### src/rtl/riscv_pkg.sv
// Shared RV32 execute-stage encodings: ALU controls, M-extension ops,
// forwarding selects, divider iteration bound and the mul/div sequencer state.
package riscv_pkg;

  localparam logic [3:0] ALU_ADD  = 4'b0000;
  localparam logic [3:0] ALU_SUB  = 4'b0001;
  localparam logic [3:0] ALU_AND  = 4'b0010;
  localparam logic [3:0] ALU_OR   = 4'b0011;
  localparam logic [3:0] ALU_XOR  = 4'b0100;
  localparam logic [3:0] ALU_SLL  = 4'b0101;
  localparam logic [3:0] ALU_SRL  = 4'b0110;
  localparam logic [3:0] ALU_SRA  = 4'b0111;
  localparam logic [3:0] ALU_SLT  = 4'b1000;
  localparam logic [3:0] ALU_SLTU = 4'b1001;
  localparam logic [3:0] ALU_LUI  = 4'b1010;

  // funct3 encodings of the M extension; bit 2 separates divide from multiply
  localparam logic [2:0] MD_OP_MUL    = 3'b000;
  localparam logic [2:0] MD_OP_MULH   = 3'b001;
  localparam logic [2:0] MD_OP_MULHSU = 3'b010;
  localparam logic [2:0] MD_OP_MULHU  = 3'b011;
  localparam logic [2:0] MD_OP_DIV    = 3'b100;
  localparam logic [2:0] MD_OP_DIVU   = 3'b101;
  localparam logic [2:0] MD_OP_REM    = 3'b110;
  localparam logic [2:0] MD_OP_REMU   = 3'b111;

  localparam logic [1:0] FWD_REG = 2'b00;
  localparam logic [1:0] FWD_WB  = 2'b01;
  localparam logic [1:0] FWD_MEM = 2'b10;

  localparam logic [4:0] DIV_LAST_ITER = 5'd31;

  typedef enum logic [1:0] {
    MD_IDLE = 2'b00,
    MD_MUL  = 2'b01,
    MD_DIV  = 2'b10,
    MD_DONE = 2'b11
  } mdState_e;

endpackage

### src/rtl/execute_unit_if.sv
// Operand, control and result bundle between the decode/execute register,
// the forwarding network and the execute stage.
interface execute_unit_if;
  logic [31:0] RD1E, RD2E, PCE, ImmExtE, PCPlus4E;
  logic [3:0]  ALUControlE;
  logic        ALUSrcE, ALUSrcASelE, JumpE, BranchE;
  logic [2:0]  Funct3E;
  logic        MulDivE;
  logic [2:0]  MulDivOpE;
  logic [1:0]  ForwardAE, ForwardBE;
  logic [31:0] ALUResultM, ResultW;
  logic [31:0] ALUResultE, WriteDataE, PCTargetE;
  logic        PCSrcE, MulDivBusyE;

  modport master (
    output RD1E, RD2E, PCE, ImmExtE, PCPlus4E, ALUControlE, ALUSrcE, ALUSrcASelE,
           JumpE, BranchE, Funct3E, MulDivE, MulDivOpE, ForwardAE, ForwardBE,
           ALUResultM, ResultW,
    input  ALUResultE, WriteDataE, PCTargetE, PCSrcE, MulDivBusyE
  );

  modport slave (
    input  RD1E, RD2E, PCE, ImmExtE, PCPlus4E, ALUControlE, ALUSrcE, ALUSrcASelE,
           JumpE, BranchE, Funct3E, MulDivE, MulDivOpE, ForwardAE, ForwardBE,
           ALUResultM, ResultW,
    output ALUResultE, WriteDataE, PCTargetE, PCSrcE, MulDivBusyE
  );
endinterface

### src/rtl/muldiv_divider.sv
// Radix-2 restoring divider for DIV/DIVU/REM/REMU: one quotient bit per cycle
// over 32 cycles on operand magnitudes, with sign and divide-by-zero fixups.
module muldiv_divider
  import riscv_pkg::*;
(
  input  logic        clk,
  input  logic        rst_n,
  input  logic        start_i,
  input  logic        signed_i,
  input  logic [31:0] dividend_i,
  input  logic [31:0] divisor_i,
  output logic        busy_o,
  output logic        done_o,
  output logic [31:0] quotient_o,
  output logic [31:0] remainder_o
);
  logic        busy_q, negQ_q, negR_q, divZero_q;
  logic [4:0]  count_q;
  logic [31:0] quo_q, quo_d, rem_q, rem_d, divisor_q, dividend_q;
  logic [31:0] absDividend, absDivisor;
  logic [32:0] remShift, diff;

  assign absDividend = (signed_i && dividend_i[31]) ? -dividend_i : dividend_i;
  assign absDivisor  = (signed_i && divisor_i[31])  ? -divisor_i  : divisor_i;

  // Shift the next dividend bit into the partial remainder; keep the subtraction only if it does not go negative.
  always_comb begin
    remShift = {rem_q, quo_q[31]};
    diff     = remShift - {1'b0, divisor_q};
    if (diff[32]) begin
      rem_d = remShift[31:0];
      quo_d = {quo_q[30:0], 1'b0};
    end else begin
      rem_d = diff[31:0];
      quo_d = {quo_q[30:0], 1'b1};
    end
  end

  always_ff @(posedge clk) begin
    if (!rst_n) begin
      busy_q     <= 1'b0;
      count_q    <= '0;
      quo_q      <= '0;
      rem_q      <= '0;
      divisor_q  <= '0;
      dividend_q <= '0;
      negQ_q     <= 1'b0;
      negR_q     <= 1'b0;
      divZero_q  <= 1'b0;
    end else if (start_i) begin
      busy_q     <= 1'b1;
      count_q    <= '0;
      quo_q      <= absDividend;
      rem_q      <= '0;
      divisor_q  <= absDivisor;
      dividend_q <= dividend_i;
      negQ_q     <= signed_i && (dividend_i[31] ^ divisor_i[31]);
      negR_q     <= signed_i && dividend_i[31];
      divZero_q  <= (divisor_i == 32'd0);
    end else if (busy_q) begin
      quo_q   <= quo_d;
      rem_q   <= rem_d;
      count_q <= count_q + 5'd1;
      if (count_q == DIV_LAST_ITER) busy_q <= 1'b0;
    end
  end

  assign busy_o      = busy_q;
  assign done_o      = busy_q && (count_q == DIV_LAST_ITER);
  assign quotient_o  = divZero_q ? 32'hFFFF_FFFF : (negQ_q ? -quo_q : quo_q);
  assign remainder_o = divZero_q ? dividend_q : (negR_q ? -rem_q : rem_q);

endmodule

### src/rtl/execute_unit.sv
// RV32IM execute stage: forwarding muxes, ALU, branch/jump resolution and a
// mul/div sequencer. Define RV32M_DIV_EN to build the iterative divider.
module execute_unit
  import riscv_pkg::*;
(
  input  logic          clk,
  input  logic          rst_n,
  execute_unit_if.slave ex
);
  logic [31:0] fwdA, fwdB, srcA, srcB, aluResult, mdResult;
  logic [31:0] opA_q, opB_q, divQuot, divRem;
  logic [63:0] prod_q, prod_d;
  logic [2:0]  op_q;
  logic        branchCond, mdBusy, mdLatch, aSigned, bSigned, divBusy, divDone;
  mdState_e    state_q, state_d;

  always_comb begin
    case (ex.ForwardAE)
      FWD_WB:  fwdA = ex.ResultW;
      FWD_MEM: fwdA = ex.ALUResultM;
      default: fwdA = ex.RD1E;
    endcase
    case (ex.ForwardBE)
      FWD_WB:  fwdB = ex.ResultW;
      FWD_MEM: fwdB = ex.ALUResultM;
      default: fwdB = ex.RD2E;
    endcase
  end

  assign srcA          = ex.ALUSrcASelE ? ex.PCE : fwdA;
  assign srcB          = ex.ALUSrcE ? ex.ImmExtE : fwdB;
  assign ex.WriteDataE = fwdB;

  always_comb begin
    case (ex.ALUControlE)
      ALU_ADD:  aluResult = srcA + srcB;
      ALU_SUB:  aluResult = srcA - srcB;
      ALU_AND:  aluResult = srcA & srcB;
      ALU_OR:   aluResult = srcA | srcB;
      ALU_XOR:  aluResult = srcA ^ srcB;
      ALU_SLL:  aluResult = srcA << srcB[4:0];
      ALU_SRL:  aluResult = srcA >> srcB[4:0];
      ALU_SRA:  aluResult = $unsigned($signed(srcA) >>> srcB[4:0]);
      ALU_SLT:  aluResult = {31'd0, $signed(srcA) < $signed(srcB)};
      ALU_SLTU: aluResult = {31'd0, srcA < srcB};
      ALU_LUI:  aluResult = srcB;
      default:  aluResult = '0;
    endcase
  end

  always_comb begin
    case (ex.Funct3E)
      3'b000:  branchCond = (srcA == srcB);
      3'b001:  branchCond = (srcA != srcB);
      3'b100:  branchCond = ($signed(srcA) < $signed(srcB));
      3'b101:  branchCond = ($signed(srcA) >= $signed(srcB));
      3'b110:  branchCond = (srcA < srcB);
      3'b111:  branchCond = (srcA >= srcB);
      default: branchCond = 1'b0;
    endcase
  end

  // JALR adds the immediate to the register operand and clears bit 0; JAL and branches are PC-relative.
  assign ex.PCTargetE = (ex.JumpE && !ex.ALUSrcASelE) ? ((fwdA + ex.ImmExtE) & ~32'd1)
                                                      : (ex.PCE + ex.ImmExtE);
  assign ex.PCSrcE    = ex.JumpE | (ex.BranchE & branchCond);

`ifdef RV32M_DIV_EN
  localparam bit DivEnable = 1'b1;
  logic divStart;
  assign divStart = (state_q == MD_IDLE) && ex.MulDivE && ex.MulDivOpE[2];

  muldiv_divider u_divider (
    .clk         (clk),
    .rst_n       (rst_n),
    .start_i     (divStart),
    .signed_i    (!ex.MulDivOpE[0]),
    .dividend_i  (fwdA),
    .divisor_i   (fwdB),
    .busy_o      (divBusy),
    .done_o      (divDone),
    .quotient_o  (divQuot),
    .remainder_o (divRem)
  );
`else
  localparam bit DivEnable = 1'b0;
  assign divBusy = 1'b0;
  assign divDone = 1'b0;
  assign divQuot = '0;
  assign divRem  = '0;
`endif

  always_comb begin
    state_d = state_q;
    mdBusy  = 1'b0;
    mdLatch = 1'b0;
    case (state_q)
      MD_IDLE: begin
        if (ex.MulDivE && (!ex.MulDivOpE[2] || DivEnable)) begin
          mdBusy  = 1'b1;
          mdLatch = 1'b1;
          state_d = ex.MulDivOpE[2] ? MD_DIV : MD_MUL;
        end
      end
      MD_MUL: begin
        mdBusy  = 1'b1;
        state_d = MD_DONE;
      end
      MD_DIV: begin
        mdBusy = 1'b1;
        if (divDone || !divBusy) state_d = MD_DONE;
      end
      default: state_d = MD_IDLE;
    endcase
  end

  // Sign-extending both operands to 64 bits lets one unsigned multiplier serve all four multiply flavours.
  assign aSigned = (op_q == MD_OP_MULH) || (op_q == MD_OP_MULHSU);
  assign bSigned = (op_q == MD_OP_MULH);
  assign prod_d  = {{32{aSigned & opA_q[31]}}, opA_q} * {{32{bSigned & opB_q[31]}}, opB_q};

  always_ff @(posedge clk) begin
    if (!rst_n) begin
      state_q <= MD_IDLE;
      opA_q   <= '0;
      opB_q   <= '0;
      op_q    <= '0;
      prod_q  <= '0;
    end else begin
      state_q <= state_d;
      if (mdLatch) begin
        opA_q <= fwdA;
        opB_q <= fwdB;
        op_q  <= ex.MulDivOpE;
      end
      if (state_q == MD_MUL) prod_q <= prod_d;
    end
  end

  always_comb begin
    if (op_q[2])                 mdResult = op_q[1] ? divRem : divQuot;
    else if (op_q == MD_OP_MUL)  mdResult = prod_q[31:0];
    else                         mdResult = prod_q[63:32];
  end

  assign ex.ALUResultE  = (state_q == MD_DONE) ? mdResult :
                          (!DivEnable && ex.MulDivE && ex.MulDivOpE[2]) ? 32'd0 : aluResult;
  assign ex.MulDivBusyE = mdBusy;

endmodule

### src/flat_wrapper.sv
// flat-port wrapper written by rule: the top's interface ports become plain ports
module execute_unit_flat import riscv_pkg::*;
  (clk, rst_n, ex_RD1E, ex_RD2E, ex_PCE, ex_ImmExtE, ex_PCPlus4E, ex_ALUControlE, ex_ALUSrcE, ex_ALUSrcASelE, ex_JumpE, ex_BranchE, ex_Funct3E, ex_MulDivE, ex_MulDivOpE, ex_ForwardAE, ex_ForwardBE, ex_ALUResultM, ex_ResultW, ex_ALUResultE, ex_WriteDataE, ex_PCTargetE, ex_PCSrcE, ex_MulDivBusyE);
  execute_unit_if ex_i ();
  input  logic clk;
  input  logic rst_n;
  input wire logic [$bits(ex_i.RD1E)-1:0] ex_RD1E;
  input wire logic [$bits(ex_i.RD2E)-1:0] ex_RD2E;
  input wire logic [$bits(ex_i.PCE)-1:0] ex_PCE;
  input wire logic [$bits(ex_i.ImmExtE)-1:0] ex_ImmExtE;
  input wire logic [$bits(ex_i.PCPlus4E)-1:0] ex_PCPlus4E;
  input wire logic [$bits(ex_i.ALUControlE)-1:0] ex_ALUControlE;
  input wire logic [$bits(ex_i.ALUSrcE)-1:0] ex_ALUSrcE;
  input wire logic [$bits(ex_i.ALUSrcASelE)-1:0] ex_ALUSrcASelE;
  input wire logic [$bits(ex_i.JumpE)-1:0] ex_JumpE;
  input wire logic [$bits(ex_i.BranchE)-1:0] ex_BranchE;
  input wire logic [$bits(ex_i.Funct3E)-1:0] ex_Funct3E;
  input wire logic [$bits(ex_i.MulDivE)-1:0] ex_MulDivE;
  input wire logic [$bits(ex_i.MulDivOpE)-1:0] ex_MulDivOpE;
  input wire logic [$bits(ex_i.ForwardAE)-1:0] ex_ForwardAE;
  input wire logic [$bits(ex_i.ForwardBE)-1:0] ex_ForwardBE;
  input wire logic [$bits(ex_i.ALUResultM)-1:0] ex_ALUResultM;
  input wire logic [$bits(ex_i.ResultW)-1:0] ex_ResultW;
  output wire logic [$bits(ex_i.ALUResultE)-1:0] ex_ALUResultE;
  output wire logic [$bits(ex_i.WriteDataE)-1:0] ex_WriteDataE;
  output wire logic [$bits(ex_i.PCTargetE)-1:0] ex_PCTargetE;
  output wire logic [$bits(ex_i.PCSrcE)-1:0] ex_PCSrcE;
  output wire logic [$bits(ex_i.MulDivBusyE)-1:0] ex_MulDivBusyE;
  assign ex_i.RD1E = ex_RD1E;
  assign ex_i.RD2E = ex_RD2E;
  assign ex_i.PCE = ex_PCE;
  assign ex_i.ImmExtE = ex_ImmExtE;
  assign ex_i.PCPlus4E = ex_PCPlus4E;
  assign ex_i.ALUControlE = ex_ALUControlE;
  assign ex_i.ALUSrcE = ex_ALUSrcE;
  assign ex_i.ALUSrcASelE = ex_ALUSrcASelE;
  assign ex_i.JumpE = ex_JumpE;
  assign ex_i.BranchE = ex_BranchE;
  assign ex_i.Funct3E = ex_Funct3E;
  assign ex_i.MulDivE = ex_MulDivE;
  assign ex_i.MulDivOpE = ex_MulDivOpE;
  assign ex_i.ForwardAE = ex_ForwardAE;
  assign ex_i.ForwardBE = ex_ForwardBE;
  assign ex_i.ALUResultM = ex_ALUResultM;
  assign ex_i.ResultW = ex_ResultW;
  assign ex_ALUResultE = ex_i.ALUResultE;
  assign ex_WriteDataE = ex_i.WriteDataE;
  assign ex_PCTargetE = ex_i.PCTargetE;
  assign ex_PCSrcE = ex_i.PCSrcE;
  assign ex_MulDivBusyE = ex_i.MulDivBusyE;
  execute_unit u_core (.clk(clk), .rst_n(rst_n), .ex(ex_i));
endmodule
### config.mk
export PLATFORM = sky130hd
export DESIGN_NAME = execute_unit_flat
export DESIGN_NICKNAME = d
export VERILOG_FILES = /design/src/rtl/riscv_pkg.sv /design/src/rtl/execute_unit_if.sv /design/src/rtl/muldiv_divider.sv /design/src/rtl/execute_unit.sv /design/src/flat_wrapper.sv
export SDC_FILE = /design/constraint.sdc
export NUM_CORES = 2
export LEC_CHECK = 0
export ABC_AREA = 0
export ABC_CLOCK_PERIOD_IN_PS = 14100
export CORE_MARGIN = 4
export CORE_UTILIZATION = 40
export DETAILED_ROUTE_END_ITERATION = 6
export PLACE_DENSITY_LB_ADDON = 0.1
export SKIP_LAST_GASP = 1
export SYNTH_ARGS = -nofsm -noshare
export SYNTH_HDL_FRONTEND = slang
export SYNTH_HIERARCHICAL = 1
export SYNTH_SLANG_ARGS = --single-unit
### constraint.sdc
create_clock -name clk -period 14.1 [get_ports clk]
set_input_delay 4.23 -clock clk [delete_from_list [all_inputs] [get_ports clk]]
set_output_delay 4.23 -clock clk [all_outputs]
set_load 0.02 [all_outputs]
==> flow_metrics.env <==
export IMPL_first_pass_iters=6
export IMPL_areaGrowthSynthToFinish_pct=14.1
export IMPL_grt_use_total_pct=29.9
export IMPL_first_global_vias=51900
export IMPL_yosysSeqAreaShare_pct=4.64
export IMPL_drt_total_wl_mm=226
export IMPL_cp_slowest_stage_delay_ns=0.57
export IMPL_overflow=0
export IMPL_arrival_ns=9.76
export IMPL_drt_initial_drc_count=4359
export IMPL_period_minus_slack_ns=13.99
export IMPL_initial_core_util_pct=40.4
export IMPL_synth_top_family_by_area="adder cells"
export IMPL_slew_headroom_pct=16.3
export IMPL_cp_end_kind="output port"
export IMPL_clkPwrFrac_pct=14.1
export IMPL_port_buffer_count=310
export IMPL_grt_pass1_wl_mm=340
export IMPL_cts_buffers=17
export IMPL_vias=51100
export IMPL_postCtsHoldBufs=0
export IMPL_synth_distinct_cells=92
export IMPL_pin_count=343
export IMPL_drive_above_1_share_pct=8.62
export IMPL_vias_per_cell=5.49
export IMPL_die_h_um=387
export IMPL_maxCapViolCount=0
export IMPL_switching_share_pct=51.9
export IMPL_finalMaxSlewViolations=0
export IMPL_clk_pin_slew_worst_paths_ns=0.06
export IMPL_path_class="in -> out"
export IMPL_skew_ns=0.0231
export IMPL_ys_seq_elements=133
export IMPL_htree_num_levels=4
export IMPL_preCtsSetupSlack_ns=-0.358
export IMPL_cts_tree="built"
export IMPL_clock_path_buffers=2
export IMPL_crit_fanout=15
export IMPL_antenna_found_initial=10
export IMPL_worst_slack_ns=0.107
export IMPL_post_dp_hpwl_mm=187
export IMPL_syn_inst=7045
export IMPL_internal_power_uw=1530
export IMPL_required_ns=9.87
export IMPL_drc=0
export IMPL_die_area_mm2=0.150
export IMPL_synthFlopType="dfxtp_1"
export IMPL_power_switching_uw=1650
export IMPL_tightest_slew_ns=1.25
export IMPL_cp_slowest_cell="or4_4"
export IMPL_clock_latency_ns=0.44
export IMPL_synth_compound_area_share_pct=13.6
export IMPL_die_w_um=387
export IMPL_synthMuxAreaShare_pct=3.81
export IMPL_hp_class="reg -> reg"
export IMPL_nets=9157
export IMPL_wire_per_inst_um=24.2
export IMPL_cts_root_buf="clkbuf_16"
export IMPL_status="complete, no violations"
export IMPL_detail_route_antenna_nets=0
export IMPL_synthArstFlopShare_pct=0
export IMPL_pwr_share_seq_pct=12.9
export IMPL_hold_violations=0
export IMPL_grt_max_degree=81
export IMPL_synthSimpleGateAreaFrac_pct=16.3
export IMPL_core_area_mm2=0.142
export IMPL_crit_top_cell="buf_4"
export IMPL_clkSinkCount=133
export IMPL_synth_nets=8796
export IMPL_rsz0062_at_grt="no"
export IMPL_synth_xor_area_share_pct=2.31
export IMPL_power_total_uw=3170
export IMPL_crit_path_start_kind="input port"
export IMPL_gp_congestion=1.04
export IMPL_synth_fa_ha_area_share_pct=47.6
export IMPL_fp_row_count=138
export IMPL_powerDensity_mw_per_mm2=48.5
export IMPL_ir_drop_v=0.0000575
export IMPL_synth_avg_cell_area_um2=8.14
export IMPL_crit_chain="clkdlybuf4s50_1 -> buf_4 -> ha_1 -> buf_4 -> buf_4 -> a22oi_1 -> o21ai_0 -> buf_4 -> mux2_2 -> ha_1 -> or4_4 -> or3_1 -> o311ai_4 -> a31o_4 -> buf_4 -> nor2_1 -> a21oi_1 -> xnor2_1 -> buf_4 -> a211oi_1 -> o22ai_1 -> buf_4 -> dlygate4sd2_1"
export IMPL_timing_fmax_ghz=0.0715
export IMPL_syn_cell_area_mm2=0.0574
export IMPL_combinationalPowerShare_pct=73.0
export IMPL_total_leakage_power_uw=0.0304
export IMPL_finalCritPeriodShare_pct=99.2
export IMPL_yosys_warnings=6
export IMPL_synth_edf_count=0
export IMPL_setup_viol=0
[final timing paths]
path                                                     from                              to  slack [ns]  depth (start not counted)
worst min-delay path            u_core/opB_q[23]$_SDFFE_PN0P_   u_core/opB_q[23]$_SDFFE_PN0P_        0.45                          2
worst max-delay path                          ex_ForwardBE[0]               ex_ALUResultE[21]        0.11                         23
worst min register to register  u_core/opB_q[23]$_SDFFE_PN0P_   u_core/opB_q[23]$_SDFFE_PN0P_        0.45                          2
worst max register to register    u_core/op_q[1]$_SDFFE_PN0P_  u_core/prod_q[58]$_SDFFE_PN0N_        4.15                         29
[synth_stat cells (37+ instances only)]
master | n | area, um2
a21o_1 | 86 | 646
o211ai_1 | 37 | 278
nand3_1 | 46 | 230
nor2_1 | 294 | 1100
a221oi_1 | 45 | 394
xnor2_1 | 102 | 893
dfxtp_1 | 133 | 2660
nor3_1 | 53 | 265
inv_1 | 1326 | 4980
clkbuf_1 | 368 | 1380
fa_1 | 1129 | 22600
nand2b_1 | 52 | 325
o21ai_0 | 259 | 1300
mux2i_1 | 170 | 1700
a21oi_1 | 322 | 1610
ha_1 | 377 | 4720
nand2_1 | 1178 | 4420
a211oi_1 | 43 | 323
mux2_2 | 41 | 462
and2_1 | 315 | 1970
a22oi_1 | 61 | 458
xor2_1 | 49 | 429
buf_2 | 38 | 190
[per-layer routing]
| layer | part of all wire (%) | track usage (%) |
|---|---|---|
| met5 | 0.015 | 0 |
| met4 | 3.3 | 8.24 |
| met3 | 5.5 | 2.89 |
| met2 | 46 | 48.5 |
| met1 | 45 | 42.8 |
[final cells by class]
type | instances | area (um2)
inverters | 1330 | 4990
multi-input cells | 5146 | 48200
clock inverters | 10 | 123
well taps | 1890 | 2360
repair buffers | 778 | 6640
flip-flops and latches | 133 | 2660
clock buffers | 20 | 457
diodes | 3 | 7.51
fillers | 14400 | 76500
[power by group through the flow]
| stage | clock network (uW) | logic, uW | registers [uW] |
|---|---|---|---|
| 6_report | 449 | 2320 | 408 |
| 4_1_cts | 458 | 2270 | 408 |
| 5_1_grt | 473 | 2460 | 410 |
| 2_1_floorplan | 0 | 1220 | 415 |
| 3_5_place_dp | 0 | 2250 | 417 |
| 3_3_place_gp | 0 | 2250 | 416 |
[timing repair]
action | 4_1_cts | 5_1_grt
setup buffers | 1 | 1
endpoints found under the setup margin | 12 | 17
resized for setup | 18 | 32
pin swaps | 1 | 4
[stage by stage]
| stage | area [um2] | setup TNS (ns) | util [%] | hold slack, ns | cells |
|---|---|---|---|---|---|
| detailed placement | 64700 | -1.98 | 45.6 | 0.447 | 9275 |
| global route | 65500 | 0 | 46.1 | 0.481 | 9310 |
| global placement | 64700 | -1.99 | 45.6 | 0.445 | 9275 |
| finish | 65500 | 0 | 46.1 | 0.454 | 9310 |
| floorplan | 57400 | 0 | - | 0.425 | 7045 |
| CTS | 65300 | -0.138 | 46.0 | 0.455 | 9306 |
[placed cells by master, fill, tap and decap left out, types with 10 or more instances in the layout]
cell type and instances:
o22ai_1 26, o21bai_1 35, a22o_1 10, nand2b_1 52, a22oi_1 60, nor3b_1 24, o31ai_1 26, dfxtp_1 133
and3_1 14, nand3_1 46, buf_4 469, or2_2 19, nand4_1 28, xnor2_1 101, o221ai_1 26, o211ai_1 37
o21a_1 22, xor2_1 49, or3_1 16, a221oi_1 42, clkdlybuf4s50_1 288, nor3_1 49, clkbuf_16 17, inv_1 1324
and2_1 314, a21o_1 85, mux2i_1 170, fa_1 1129, o21ai_0 255, nor2_1 293, a211oi_1 42, a21oi_1 320
nor2b_1 24, a31oi_1 20, ha_1 374, mux2_2 41, nand2_1 1177, a221o_1 31
[worst max-delay path: cells and delay by family]
family | cells | cell delay [ns]
AO/OA/AOI/OAI | 7 | 1.52
XOR/XNOR | 1 | 0.10
adder cells (fa/ha/maj) | 2 | 0.55
buffers and inverters | 9 | 1.99
multiplexers | 1 | 0.34
AND/OR/NAND/NOR | 3 | 1.02
[cells by family (layout without fill, tap and decap cells)]
family,Yosys count,in the layout
and+or+nand+nor,2093,2093
buffers and inverters,1766,2138
adders and majority gates,1506,1506
AOI/OAI and AO/OA,1184,1184
muxes,212,212
xor gates and xnor gates,151,151
DFF,133,133
other,0,3
[sequential cells by signal, indices dropped and copies added (netlist names)]
register        flops
u_core/prod_q      64
u_core/opA_q       32
u_core/opB_q       32
u_core/op_q         3
u_core/state_q      2
No activity file was read; power rests on OpenSTA's default activity.
